===== src/rtl/io_bus_pkg.sv =====
// Shared constants and types for the io_bus memory-side target:
// address map, UART status bit positions and the UART transmitter states.
`timescale 1ns/1ps
package io_bus_pkg;

    localparam logic [7:0] ADDR_RAM_TOP     = 8'hEF;
    localparam logic [7:0] ADDR_GPIO_OUT    = 8'hF0;
    localparam logic [7:0] ADDR_GPIO_IN     = 8'hF1;
    localparam logic [7:0] ADDR_UART_DATA   = 8'hF2;
    localparam logic [7:0] ADDR_UART_STATUS = 8'hF3;
    localparam logic [7:0] ADDR_TIMER       = 8'hF4;

    localparam int ST_BUSY    = 0;
    localparam int ST_OVERRUN = 1;

    typedef enum logic [1:0] {
        UART_IDLE,
        UART_START,
        UART_DATA,
        UART_STOP
    } uart_state_t;

endpackage


===== src/rtl/io_bus_uart_tx.sv =====
// 8N1 serial transmitter: start bit, eight data bits LSB first, stop bit,
// each held for CLKS_PER_BIT cycles. A new byte is only taken from IDLE.
`timescale 1ns/1ps
module uart_tx
    import io_bus_pkg::*;
#(
    parameter int CLKS_PER_BIT = 16
) (
    input  logic       clk,
    input  logic       rst,
    input  logic       start,
    input  logic [7:0] data,
    output logic       tx,
    output logic       busy
);

    uart_state_t state;
    uart_state_t state_next;
    logic [7:0]  clk_cnt;
    logic [2:0]  bit_idx;
    logic [7:0]  shift;
    logic        bit_done;

    assign bit_done = (clk_cnt == 8'(CLKS_PER_BIT - 1));

    always_ff @(posedge clk or posedge rst) begin
        if (rst) begin
            state   <= UART_IDLE;
            clk_cnt <= 8'd0;
            bit_idx <= 3'd0;
            shift   <= 8'd0;
        end else begin
            state <= state_next;
            if (state == UART_IDLE) begin
                clk_cnt <= 8'd0;
                bit_idx <= 3'd0;
                if (start) begin
                    shift <= data;
                end
            end else if (bit_done) begin
                clk_cnt <= 8'd0;
                if (state == UART_DATA) begin
                    bit_idx <= bit_idx + 3'd1;
                end
            end else begin
                clk_cnt <= clk_cnt + 8'd1;
            end
        end
    end

    always_comb begin
        state_next = state;
        case (state)
            UART_IDLE:  if (start) state_next = UART_START;
            UART_START: if (bit_done) state_next = UART_DATA;
            UART_DATA:  if (bit_done && bit_idx == 3'd7) state_next = UART_STOP;
            UART_STOP:  if (bit_done) state_next = UART_IDLE;
            default:    state_next = UART_IDLE;
        endcase
    end

    // The line level is decoded from state so reset forces it high at once.
    always_comb begin
        tx   = 1'b1;
        busy = (state != UART_IDLE);
        case (state)
            UART_START: tx = 1'b0;
            UART_DATA:  tx = shift[bit_idx];
            default:    tx = 1'b1;
        endcase
    end

endmodule


===== src/rtl/io_bus.sv =====
// Memory-side bus target for the eightbit core: 240 bytes of RAM plus
// memory-mapped GPIO, a free-running timer and a UART transmitter.
`timescale 1ns/1ps
module io_bus
    import io_bus_pkg::*;
#(
    parameter int    CLKS_PER_BIT = 16,
    parameter string INIT_FILE    = ""
) (
    input  logic       clk,
    input  logic       rst,
    input  logic [7:0] addr,
    input  logic [7:0] wr_data,
    input  logic       we,
    output logic [7:0] rd_data,
    input  logic [7:0] gpio_in,
    output logic [7:0] gpio_out,
    output logic       uart_tx
);

    logic [7:0] ram [0:239];
    logic [7:0] sync1;
    logic [7:0] sync2;
    logic [7:0] uart_data;
    logic       overrun;
    logic [7:0] timer;
    logic       uart_busy;
    logic       ram_sel;
    logic       uart_wr;
    logic       uart_start;
    logic       overrun_set;
    logic       overrun_clr;
    logic [7:0] status;
    logic [7:0] rd_next;

    assign ram_sel     = (addr <= ADDR_RAM_TOP);
    assign uart_wr     = we && (addr == ADDR_UART_DATA);
    assign uart_start  = uart_wr && !uart_busy;
    assign overrun_set = uart_wr && uart_busy;
    assign overrun_clr = we && (addr == ADDR_UART_STATUS) && wr_data[ST_OVERRUN];

    always_comb begin
        status              = 8'h00;
        status[ST_BUSY]     = uart_busy;
        status[ST_OVERRUN]  = overrun;
    end

    always_comb begin
        rd_next = 8'h00;
        if (ram_sel) begin
            rd_next = ram[addr];
        end else begin
            case (addr)
                ADDR_GPIO_OUT:    rd_next = gpio_out;
                ADDR_GPIO_IN:     rd_next = sync2;
                ADDR_UART_DATA:   rd_next = uart_data;
                ADDR_UART_STATUS: rd_next = status;
                ADDR_TIMER:       rd_next = timer;
                default:          rd_next = 8'h00;
            endcase
        end
    end

    always_ff @(posedge clk) begin
        if (we && ram_sel) begin
            ram[addr] <= wr_data;
        end
    end

    // Sampling rd_next at the edge makes read-during-write return the old value.
    always_ff @(posedge clk or posedge rst) begin
        if (rst) begin
            rd_data   <= 8'h00;
            gpio_out  <= 8'h00;
            sync1     <= 8'h00;
            sync2     <= 8'h00;
            uart_data <= 8'h00;
            overrun   <= 1'b0;
            timer     <= 8'h00;
        end else begin
            rd_data <= rd_next;
            sync1   <= gpio_in;
            sync2   <= sync1;
            if (we && addr == ADDR_GPIO_OUT) begin
                gpio_out <= wr_data;
            end
            if (uart_start) begin
                uart_data <= wr_data;
            end
            if (overrun_set) begin
                overrun <= 1'b1;
            end else if (overrun_clr) begin
                overrun <= 1'b0;
            end
            if (we && addr == ADDR_TIMER) begin
                timer <= wr_data;
            end else begin
                timer <= timer + 8'd1;
            end
        end
    end

    uart_tx #(
        .CLKS_PER_BIT(CLKS_PER_BIT)
    ) u_uart_tx (
        .clk  (clk),
        .rst  (rst),
        .start(uart_start),
        .data (wr_data),
        .tx   (uart_tx),
        .busy (uart_busy)
    );

endmodule


===== config.mk =====
export PLATFORM = sky130hd
export DESIGN_NAME = io_bus
export DESIGN_NICKNAME = d
export VERILOG_FILES = /design/src/rtl/io_bus_pkg.sv /design/src/rtl/io_bus_uart_tx.sv /design/src/rtl/io_bus.sv
export SDC_FILE = /design/constraint.sdc
export NUM_CORES = 2
export LEC_CHECK = 0
export ABC_AREA = 1
export CAP_MARGIN = 25
export CORE_ASPECT_RATIO = 0.75
export CORE_UTILIZATION = 26
export CTS_CLUSTER_SIZE = 25
export DETAILED_ROUTE_END_ITERATION = 7
export HOLD_SLACK_MARGIN = 0.08
export PLACE_DENSITY_LB_ADDON = 0.3
export SETUP_SLACK_MARGIN = 0.1
export SKIP_LAST_GASP = 1
export SLEW_MARGIN = 20
export SYNTH_ARGS = -nofsm -noshare
export SYNTH_HDL_FRONTEND = slang
export SYNTH_SLANG_ARGS = --single-unit

===== constraint.sdc =====
create_clock -name clk -period 2.2 [get_ports clk]
set_input_delay 0.22 -clock clk [delete_from_list [all_inputs] [get_ports clk]]
set_output_delay 0.22 -clock clk [all_outputs]
set_load 0.03 [all_outputs]

==> impl_metrics.ini <==
[outcome]
status = complete, but fails checks
violations = negative setup slack

[global_routing]
track_usage = 0.1642
busiest_layer = met2
grt_pass1_wl_um = 381400
met2_usage = 0.2400
grt_pass1_vias = 54780
grt_start_max_net_pins = 78
overflow = 0
antenna_found_initial = 11
grtUsageMet1 = 0.2389
grt_use_met3 = 0.04614

[synthesis]
synthCells = 7613
ys_ff_latch = 1982
yosysWarnings = 0
netlist_area_mm2 = 0.08146
synth_cell_types = 35
avgSynthCellArea_um2 = 10.70
syn-num-nets = 7649
ys_seq_area_frac = 0.7268

[placed_design]
portBuffers = 43
hpwl_um = 176200
placed_area_mm2 = 0.09371
place_congestion = 0.9022

[floorplanning]
core_area_mm2 = 0.3109
die-area_mm2 = 0.3156
start_util = 0.2620
die_h_um = 486.7
rows = 177
ios = 44
die_x_um = 648.3

[clocking]
cts_buffers = 199
cts_max_level = 4
clock-root-buffer = clkbuf_16
clkTransAtPathRegs_ns = 0.06
tritoncts = done
cts_buffer_depth = 4
clk_latency_ns = 0.88
numClockSinks = 1982

[cells_and_area]
n_fill_cell = 31360
nets = 8360
utilization = 0.3227
drive_gt1_frac = 0.1493
area_delta_synth_final_pct = 23.16
layout_common_cells = nand2_1, edfxtp_1, buf_4
seq_area_mm2 = 0.05921
final_common_cell = nand2_1
multiInputGateArea_mm2 = 0.02073
design_area_mm2 = 0.1003

[critical_path]
arrival_ns = 2.03
required_ns = 1.98
reg2reg_slack_ns = 0.19
endpoint_kind = output pin
cp-start-kind = register
reg2reg_depth = 15
cp_max_fo = 6
timing.rr.end = rd_data[2]
rr_startpoint = ram[3][2]
path_class = register to output pin

[hold_path]
hold_path_class = input pin to register
worstHoldPathCells = 4
hp-start = we
min_to = overrun

[drt]
wl_per_cell_um = 20.92
drc = 0
ant_nets = 0
vias = 56990
routed_wl_um = 263800
drtIter0Drc = 6003
vias_per_cell = 4.521
first_pass_iters = 5

[sta]
hold_violations = 0
drv_slew = 0
final.period_utilization = 1.024
tightestPinTransition_ns = 0.7816
setup_viol = 1
fin_ws_ns = -0.05309
max_freq_mhz = 443.8
fin_skew_ns = 0.08012
slew_headroom = 0.4770
grt_setup_unrepaired = yes
hold_slack_ns = 0.2271
min_period_ns = 2.253

[power_and_ir_drop]
powerDensity_mw_per_mm2 = 813.7
vdd_drop_max_uv = 617.4
leakagePower_uw = 0.03951

[job]
cap_violations = 0
## timing repair
item	CTS	global route
endpoints found under the hold margin	1230	0
setup endpoints to repair	24	141
hold buffers	17	0
resized for setup	48	80
buffers inserted	0	4
pin swaps	1	7
## cell type report
| cell class | instances | area share |
|---|---|---|
| Timing Repair Buffer | 892 | 0.08734 |
| Sequential cell | 1982 | 0.5902 |
| Inverter | 74 | 0.003130 |
| Antenna cell | 10 | 0.0002494 |
| Clock inverter | 107 | 0.008692 |
| Multi-Input combinational cell | 5175 | 0.2066 |
| Clock buffer | 250 | 0.05247 |
| Tap cell | 4117 | 0.05134 |
## through the flow
| step | worst slack [ns] | cells | total power, uW | TNS [ns] |
|---|---|---|---|---|
| floorplan | -0.03866 | 7613 | 45490 | -12.78 |
| global placement | -1.011 | 12220 | 49210 | -932.34 |
| detailed placement | -0.9560 | 12220 | 49250 | -961.32 |
| CTS | -0.1701 | 12590 | 82150 | -0.1701 |
| global route | -0.1411 | 12600 | 84180 | -0.1411 |
| finish | -0.05309 | 12610 | 81640 | -0.05309 |
## report_power, final
part	switching (uW)	internal [uW]
sequential	203	41600
combinational	4610	2180
clock	14600	18400
## critical path, cell delays in order (launching register included)
cell and delay, ns:
dfrtp_2 0.44, buf_6 0.14, a21oi_2 0.09, o21ai_1 0.08, nand2_1 0.09, o221ai_2 0.10, nand2_2 0.09, buf_6 0.13
## routing by layer
layer | part of all wire | wire [um] | up-vias
met1 | 0.46 | 121900 | 27980
met5 | 0 | 0 | -
met4 | 0.024 | 6305 | 0
met2 | 0.42 | 111500 | 2071
met3 | 0.091 | 24110 | 328
li1 | - | - | 26610
## kinds of logic after synthesis
family                     count (synthesis)  share of synthesized area
buffers and inverters                    456                    0.02387
adders and majority gates                  9                   0.001382
DFF                                     1982                     0.7268
AOI/OAI and AO/OA                        175                    0.01296
and+or+nand+nor                         4987                     0.2345
xor gates and xnor gates                   4                  0.0004300
## cells in the mapped netlist, drive strengths merged
library cell / number / share of area
edfxtp: 1920 / 0.71
a211oi: 3 / 0.00028
o21ai: 80 / 0.0049
a32o: 1 / 0.00012
dfrtp: 62 / 0.019
o211ai: 3 / 0.00028
nor3: 9 / 0.00055
nand4: 59 / 0.0045
a22oi: 56 / 0.0052
and3: 2 / 0.00015
xor2: 4 / 0.00043
nand3b: 1 / 0.000092
nor2: 545 / 0.025
clkinv: 6 / 0.00028
buf: 186 / 0.011
o22ai: 2 / 0.00015
clkbuf: 196 / 0.0090
a221oi: 2 / 0.00022
o221ai: 1 / 0.00011
ha: 9 / 0.0014
or2: 2 / 0.00015
nand3: 151 / 0.0093
o21a: 1 / 0.000092
nand2: 4218 / 0.19
inv: 68 / 0.0032
a21oi: 25 / 0.0015
o32ai: 1 / 0.00011
## registers in the layout, indices dropped and copies added, names as in the netlist
name	cells
gpio_out	8
overrun	1
ram	1920
rd_data	8
sync1	8
sync2	8
timer	8
u_uart_tx.bit_idx	3
u_uart_tx.clk_cnt	8
u_uart_tx.shift	3
u_uart_tx.state	2
uart_data	5
## worst max-delay path by stage
stage                                    start     endpoint  slack, ns  cells after the start
after global routing      u_uart_tx.bit_idx[0]      uart_tx      -0.14                      7
final                     u_uart_tx.bit_idx[0]      uart_tx      -0.05                      7
after CTS                   u_uart_tx.state[0]      uart_tx      -0.17                      5
after floorplan                        addr[0]  ram[129][0]      -0.04                     10
after detailed placement               addr[2]   rd_data[3]      -0.96                     15
after global placement                 addr[2]   rd_data[0]      -1.01                     15
Note: power is estimated with default switching activity, not from simulation.
